**src/rtl/equiv_check_sequencer.sv**
```systemverilog
// Lockstep equivalence-check sequencer: drives one LFSR vector to two UUTs,
// waits SETTLE_CYCLES, compares their outputs, and tracks mismatches.
//
// Ports:
//   clk, rst (sync, active-high), start
//   stim_out      : vector broadcast to both UUTs
//   beh_out       : Behavioral UUT outputs
//   str_out       : Structural UUT outputs
//   busy, done, pass, mismatch_pulse : run status
//   vec_count, mismatch_count        : progress counters
//   first_fail_vec, first_fail_stim  : first failing vector of the run
module equiv_check_sequencer #(
  parameter int          IN_W          = 4,
  parameter int          OUT_W         = 2,
  parameter int          N_VECTORS     = 10,
  parameter int          SETTLE_CYCLES = 2,
  parameter logic [15:0] LFSR_SEED     = 16'hACE1,
  parameter int          CNT_W         = 8
) (
  input  logic             clk,
  input  logic             rst,
  input  logic             start,
  output logic [IN_W-1:0]  stim_out,
  input  logic [OUT_W-1:0] beh_out,
  input  logic [OUT_W-1:0] str_out,
  output logic             busy,
  output logic             done,
  output logic             pass,
  output logic             mismatch_pulse,
  output logic [CNT_W-1:0] vec_count,
  output logic [CNT_W-1:0] mismatch_count,
  output logic [CNT_W-1:0] first_fail_vec,
  output logic [IN_W-1:0]  first_fail_stim
);

  // An all-zero seed would lock the LFSR up.
  localparam logic [15:0] SEED =
    (LFSR_SEED == 16'h0000) ? 16'h0001 : LFSR_SEED;

  // Wide enough to hold SETTLE_CYCLES itself after the last increment.
  localparam int SW = $clog2(SETTLE_CYCLES + 1);
  localparam logic [SW-1:0] SETTLE_LAST = SW'(SETTLE_CYCLES - 1);
  localparam logic [CNT_W-1:0] N_LAST = CNT_W'(N_VECTORS);

  typedef enum logic [2:0] {
    S_IDLE,
    S_LOAD,
    S_APPLY,
    S_SETTLE,
    S_COMPARE,
    S_DONE
  } state_t;

  state_t r_state;
  state_t w_next;

  logic [15:0]      r_lfsr;
  logic [15:0]      w_lfsr_nxt;
  logic [SW-1:0]    r_settle;
  logic             r_seen;
  logic [IN_W-1:0]  r_stim;
  logic [CNT_W-1:0] r_vec;
  logic [CNT_W-1:0] r_mis;
  logic [CNT_W-1:0] r_ffv;
  logic [IN_W-1:0]  r_ffs;
  logic             r_pulse;
  logic [CNT_W-1:0] w_vec_inc;
  logic             w_mismatch;

  // Galois, right shift, taps 0xB400.
  assign w_lfsr_nxt = {1'b0, r_lfsr[15:1]}
                    ^ (r_lfsr[0] ? 16'hB400 : 16'h0000);
  assign w_vec_inc  = r_vec + CNT_W'(1);
  assign w_mismatch = (beh_out != str_out);

  always_ff @(posedge clk) begin
    if (rst) r_state <= S_IDLE;
    else     r_state <= w_next;
  end

  always_comb begin
    w_next = r_state;
    busy   = 1'b0;
    done   = 1'b0;
    unique case (r_state)
      S_IDLE: begin
        if (start) w_next = S_LOAD;
      end
      S_LOAD: begin
        busy   = 1'b1;
        w_next = S_APPLY;
      end
      S_APPLY: begin
        busy   = 1'b1;
        w_next = S_SETTLE;
      end
      S_SETTLE: begin
        busy = 1'b1;
        if (r_settle == SETTLE_LAST) w_next = S_COMPARE;
      end
      S_COMPARE: begin
        busy   = 1'b1;
        w_next = (w_vec_inc == N_LAST) ? S_DONE : S_APPLY;
      end
      S_DONE: begin
        done = 1'b1;
        if (start) w_next = S_LOAD;
      end
      default: w_next = S_IDLE;
    endcase
  end

  always_ff @(posedge clk) begin
    if (rst) begin
      r_lfsr   <= SEED;
      r_settle <= '0;
      r_seen   <= 1'b0;
      r_stim   <= '0;
      r_vec    <= '0;
      r_mis    <= '0;
      r_ffv    <= '0;
      r_ffs    <= '0;
      r_pulse  <= 1'b0;
    end else begin
      r_pulse <= 1'b0;
      unique case (r_state)
        S_LOAD: begin
          r_lfsr <= SEED;
          r_seen <= 1'b0;
          r_vec  <= '0;
          r_mis  <= '0;
          r_ffv  <= '0;
          r_ffs  <= '0;
        end
        S_APPLY: begin
          r_stim   <= r_lfsr[IN_W-1:0];
          r_lfsr   <= w_lfsr_nxt;
          r_settle <= '0;
        end
        S_SETTLE: begin
          r_settle <= r_settle + SW'(1);
        end
        S_COMPARE: begin
          r_vec <= w_vec_inc;
          if (w_mismatch) begin
            r_mis   <= r_mis + CNT_W'(1);
            r_pulse <= 1'b1;
            if (!r_seen) begin
              r_seen <= 1'b1;
              r_ffv  <= r_vec;
              r_ffs  <= r_stim;
            end
          end
        end
        default: ;
      endcase
    end
  end

  assign stim_out        = r_stim;
  assign mismatch_pulse  = r_pulse;
  assign vec_count       = r_vec;
  assign mismatch_count  = r_mis;
  assign first_fail_vec  = r_ffv;
  assign first_fail_stim = r_ffs;
  assign pass            = done && (r_mis == '0);

endmodule

```
**config.mk**
```make
export PLATFORM = sky130hd
export DESIGN_NAME = equiv_check_sequencer
export DESIGN_NICKNAME = d
export VERILOG_FILES = /design/src/rtl/equiv_check_sequencer.sv
export SDC_FILE = /design/constraint.sdc
export NUM_CORES = 1
export LEC_CHECK = 0
export BUFFER_PORTS_ARGS = -buffer_cell sky130_fd_sc_hd__clkbuf_2
export CORE_MARGIN = 4
export CORE_UTILIZATION = 60
export DETAILED_ROUTE_END_ITERATION = 10
export GPL_ROUTABILITY_DRIVEN = 0
export PLACE_DENSITY = 0.9
export SLEW_MARGIN = 30
export SYNTH_ARGS = -nofsm -noshare
export SYNTH_HDL_FRONTEND = slang
export SYNTH_SLANG_ARGS = --single-unit
```
**constraint.sdc**
```tcl
create_clock -name clk -period 3.85 [get_ports clk]
set_input_delay 0.385 -clock clk [delete_from_list [all_inputs] [get_ports clk]]
set_output_delay 0.385 -clock clk [all_outputs]
set_load 0.005 [all_outputs]
```
==> Word level (Yosys, flattened, before mapping) <==
Cells that the tools add are included.
{ "op_classes": {"add_sub_neg": 3, "eq_ne": 12, "mux": 21, "bitwise": 2, "n_reduce_logical": 12} }
{ "ops": {"columns": ["operator", "count"], "rows": [
  ["$pmux 8 s2", 3],
  ["$pmux 16 s2", 1],
  ["$mux 8", 3],
  ["$add 8x1->8 const B", 2],
  ["$mux 16", 1],
  ["$xor 15x16->16", 1],
  ["$pmux 3 s5", 1],
  ["$mux 3", 3],
  ["$eq 8x4->1 const B", 1],
  ["$logic_not 8->1", 1],
  ["$mux 4", 2],
  ["$pmux 4 s2", 1],
  ["$eq 3x2->1 const B", 2],
  ["$eq 3x3->1 const B", 2],
  ["$ne 2x2->1 const B", 3],
  ["$reduce_bool 2->1", 3],
  ["$mux 1", 4],
  ["$pmux 2 s2", 1],
  ["$reduce_and 2->1", 2],
  ["$reduce_or 2->1", 2],
  ["$reduce_or 4->1", 1],
  ["$eq 3x1->1 const B", 1],
  ["$logic_not 3->1", 1],
  ["$reduce_and 3->1", 1],
  ["7 further kinds", 7]
]} }
{ "word_totals": {"register_bits": 55, "output_inout_bits": 36, "elab_cells": 60} }

==> Depth between registers and ports, before layout <==
{ "depth": {"ltp_word": 4, "mapped_depth": 7} }

==> Worst setup path after synthesis <==
Ideal clock, no wire load.
{ "synth_path": {"path_type": "register -> register", "from": "reg r_vec[0] (netlist: vec_count[0])", "to": "reg r_state[1]", "setup_ns": 0.117, "arrival_ns": 1.622, "t_required_ns": 3.733, "slack_ns": 2.111, "path_stages_with_launch": 7, "n_path_buf": 0, "synth_period_minus_slack_ns": 1.739, "path_cell_list": "dfxtp_1 -> ha_1 -> nand3_1 -> nor2_1 -> mux2i_1 -> a211o_1 -> a22o_1"} }
{ "synth_via": {"elab_chain_cells": 4} }
{ "synth_rtl": {"columns": ["item", "line_no", "source"], "rows": [
  ["start, declared", "62", "logic [CNT_W-1:0] r_vec;"],
  ["start signal, assigned", "144", "r_vec <= w_vec_inc;"],
  ["$add 8x1->8", "73", "assign w_vec_inc = r_vec + CNT_W'(1);"],
  ["$eq 8x4->1", "103", "w_next = (w_vec_inc == N_LAST) ? S_DONE : S_APPLY;"],
  ["$mux 3", "103", null],
  ["$pmux 3 s5", "85", "unique case (r_state)"],
  ["end signal, assigned", "78", "else r_state <= w_next;"],
  ["end, declared", "54", "state_t r_state;"]
]} }
No other way between the ends.
A chain may end at the register's enable or synchronous reset.

==> Worst setup path after layout <==
{ "layout_path": {"from": "reg r_state[2]", "to": "out pass"} }
{ "layout_via": {"elab_chain_cells": 3} }
{ "layout_rtl": {"columns": ["item", "line_no", "source"], "rows": [
  ["$eq 3x3->1", "85", null],
  ["$mux 1", "85", null],
  ["$logic_and 1x1->1", "166", "assign pass = done && (r_mis == '0);"],
  ["end, declared", "28", "output logic pass,"]
]} }
No other way between the ends.

==> run_results.csv <==
group,metric,value,unit
clock_network,cts_root_buf,"clkbuf_8",
grt,grt_pass1_wl,9.604,mm
layout,area_delta_synth_final,10.22,%
timing,clock-skew-final,0.01195,ns
route,vias_per_cell,5.903,
critical_path,crit_arrival,2.13,ns
placement,place_hpwl,3.949,mm
floorplan,dieWidth,74.22,microns
timing,fin_crit_sh,65.20,%
logic_synthesis,yosysTopAreaCell,"dfxtp_1",
min_path,hp-class,"primary input to register",
floorplan,fp.dieH,74.22,microns
placement,placed_area,2811,sq um
placement,place_inst,394,
clock_network,numClockSinks,55,
grt,grt_max_degree,31,
route,wl,5.742,mm
grt,antenna_found_initial,0,
route,drt-met1-wl,2.495,mm
outcome,run_status,"finished, final reports clean",
grt,grt_pass1_vias,2172,
critical_path,path_class,"register to output port",
clock_network,cts_buffer_depth,2,
power_and_ir_drop,p_leak,0.001121,uW
layout,finish.utilization,70.48,%
timing,finalHoldViolCount,0,
critical_path,critPathMaxFanout,19,
critical_path,startpoint_type,"register",
logic_synthesis,synth.avg_cell_area,8.096,sq um
logic_synthesis,synthCells,325,
clock_network,clkLatencyLatePin,0.32,ns
logic_synthesis,ys_seq_elements,55,
grt,grt_use_total,22.36,%
floorplan,fp.coreArea,4115,sq um
layout,final_layout_size_suffix_gt1_share,15.91,%
route,wl_met2,2.823,mm
layout,nets,363,
timing,report.final.slew_viol_count,0,
route,vias,2373,
layout,diodes,0,
grt,grt-ovfl-total,0,
clock_network,clk_transition_reported_paths,0.10,ns
route,drt_iter0_drc,254,
logic_synthesis,synth_top_cell_area_share,41.84,%
run,maxCapViolCount,0,
layout,design_area,2900,sq um
timing,rsz0062_at_grt,"no",
logic_synthesis,yosys_warnings,0,
logic_synthesis,synth_fp_nets,337,
layout,layout_common_cells,"dfxtp_1, nand2_1, clkbuf_2, nor2_1",
route,met3_length,351,microns
min_path,whs_path_depth,4,
layout,layout.cells.non_filler,402,
layout,final_common_cell,"dfxtp_1",
route,wl_per_cell,14.28,microns
timing,setup-violations-final,0,
clock_network,htreeDepth,2,
timing,maxSlewHeadroom,39.75,%
critical_path,r2r_cells,5,
route,drc,0,
power_and_ir_drop,vdd_drop_max,0.2422,mV
timing,tns,0,ns
logic_synthesis,synth_area,2631,sq um
timing,period_minus_slack,2.510,ns
timing,worst-slew-pin-transition,0.9025,ns
clock_network,ctsResizeCount,0,
route,top_layer_used,"met4",
floorplan,dieArea,5509,sq um
route,first_pass_iters,4,
route,antenna_left,0,
clock_network,cts_tree,"built",
logic_synthesis,synth-seq-area-share,41.84,%
power_and_ir_drop,p_per_area,357.9,nW/um^2
logic_synthesis,ys_top_cells_by_area,"dfxtp_1, nand2_1, mux2i_1",
logic_synthesis,synth.distinct_cells,43,
floorplan,pin_count,43,
clock_network,post_cts_buffers,0,
critical_path,required,3.46,ns
clock_network,ctsHoldBuffers,0,
critical_path,endpoint_kind,"output port",
floorplan,rows,23,
floorplan,start_util,63.94,%
placement,port_buffers,42,
power_and_ir_drop,p_total,1038,uW
clock_network,numCtsBuffers,5,
timing,max_freq,0.3984,GHz
worst max-delay path, cell delays in order (launching register included):
cell and delay (ns):
dfxtp_1 0.76, nand2_1 0.29, nor2_1 0.30, nand4_1 0.12
nor4_1 0.18, clkbuf_2 0.16
area by class of cell:
type	count	area [sq um]
Clock buffer	6	72.57
Clock inverter	2	16.27
Fill cell	336	1215
Inverter	10	37.54
Multi-Input combinational cell	236	1393
Sequential cell	55	1101
Tap cell	50	62.56
Timing Repair Buffer	43	217.7
registers in the layout (all words and copies together), names as in the netlist:
| name | count |
|---|---|
| r_seen | 1 |
| r_lfsr | 16 |
| r_state | 3 |
| first_fail_stim | 4 |
| first_fail_vec | 8 |
| stim_out | 4 |
| mismatch_pulse | 1 |
| r_settle | 2 |
| vec_count | 8 |
| mismatch_count | 8 |
metal layers:
metal	up-vias	global-route usage (%)
met5	-	0
met4	0	8.498
met1	1108	26.56
met2	84	38.98
li1	1173	-
met3	8	5.541
cells in the mapped netlist:
cell type,number
nand2_1,54
buf_2,5
and2_0,1
a211o_1,1
a2111oi_4,1
or4_1,1
o211ai_1,3
and2_1,2
a31o_2,1
xor2_1,4
nor2_1,32
and3_1,2
inv_2,1
xnor2_1,7
o32ai_1,1
a2bb2oi_1,1
o211ai_4,1
inv_1,9
nand4_1,4
mux2i_1,13
nor3b_1,1
a21oi_1,22
buf_4,1
nand3_1,8
nand3b_1,1
a22oi_1,8
a32oi_1,1
or3_1,2
o21ai_0,22
a211oi_1,3
dfxtp_1,55
nor4_1,2
o22ai_1,10
a21o_1,2
a31oi_1,3
buf_1,1
a22o_1,1
nor2b_1,6
ha_1,5
xor2_2,2
clkbuf_1,17
and4_1,1
nor3_1,7
worst paths after layout:
path,to,from,slack [ns]
worst max register to register,first_fail_vec[5]$_SDFFE_PP0P_,r_state[2]$_SDFFE_PP0P_,1.39
worst min register to register,first_fail_vec[4]$_SDFFE_PP0P_,first_fail_vec[4]$_SDFFE_PP0P_,0.46
worst max-delay path,pass,r_state[2]$_SDFFE_PP0P_,1.34
worst min-delay path,r_state[2]$_SDFFE_PP0P_,start,0.45
where the power goes:
part / internal, uW / switching, uW
clock network: 131 / 191
registers: 582 / 22.4
logic: 39.5 / 72.3
total: 752 / 286
logic make-up after synthesis:
logic type,count (synthesis),share of synthesized area [%]
adders and majority gates,5,2.378
xor gates and xnor gates,13,4.898
buffers and inverters,34,5.230
and+or+nand+nor,124,20.83
DFF,55,41.85
muxes,13,4.945
AOI/OAI and AO/OA,81,19.88
per-stage QoR:
step	hold slack [ns]	setup WS [ns]
detailed placement	0.4546	1.481
floorplan	0.4366	2.111
global placement	0.4440	1.571
CTS	0.4493	1.363
global route	0.4742	1.196
finish	0.4500	1.340
Note: power is estimated with default switching activity, not from simulation.
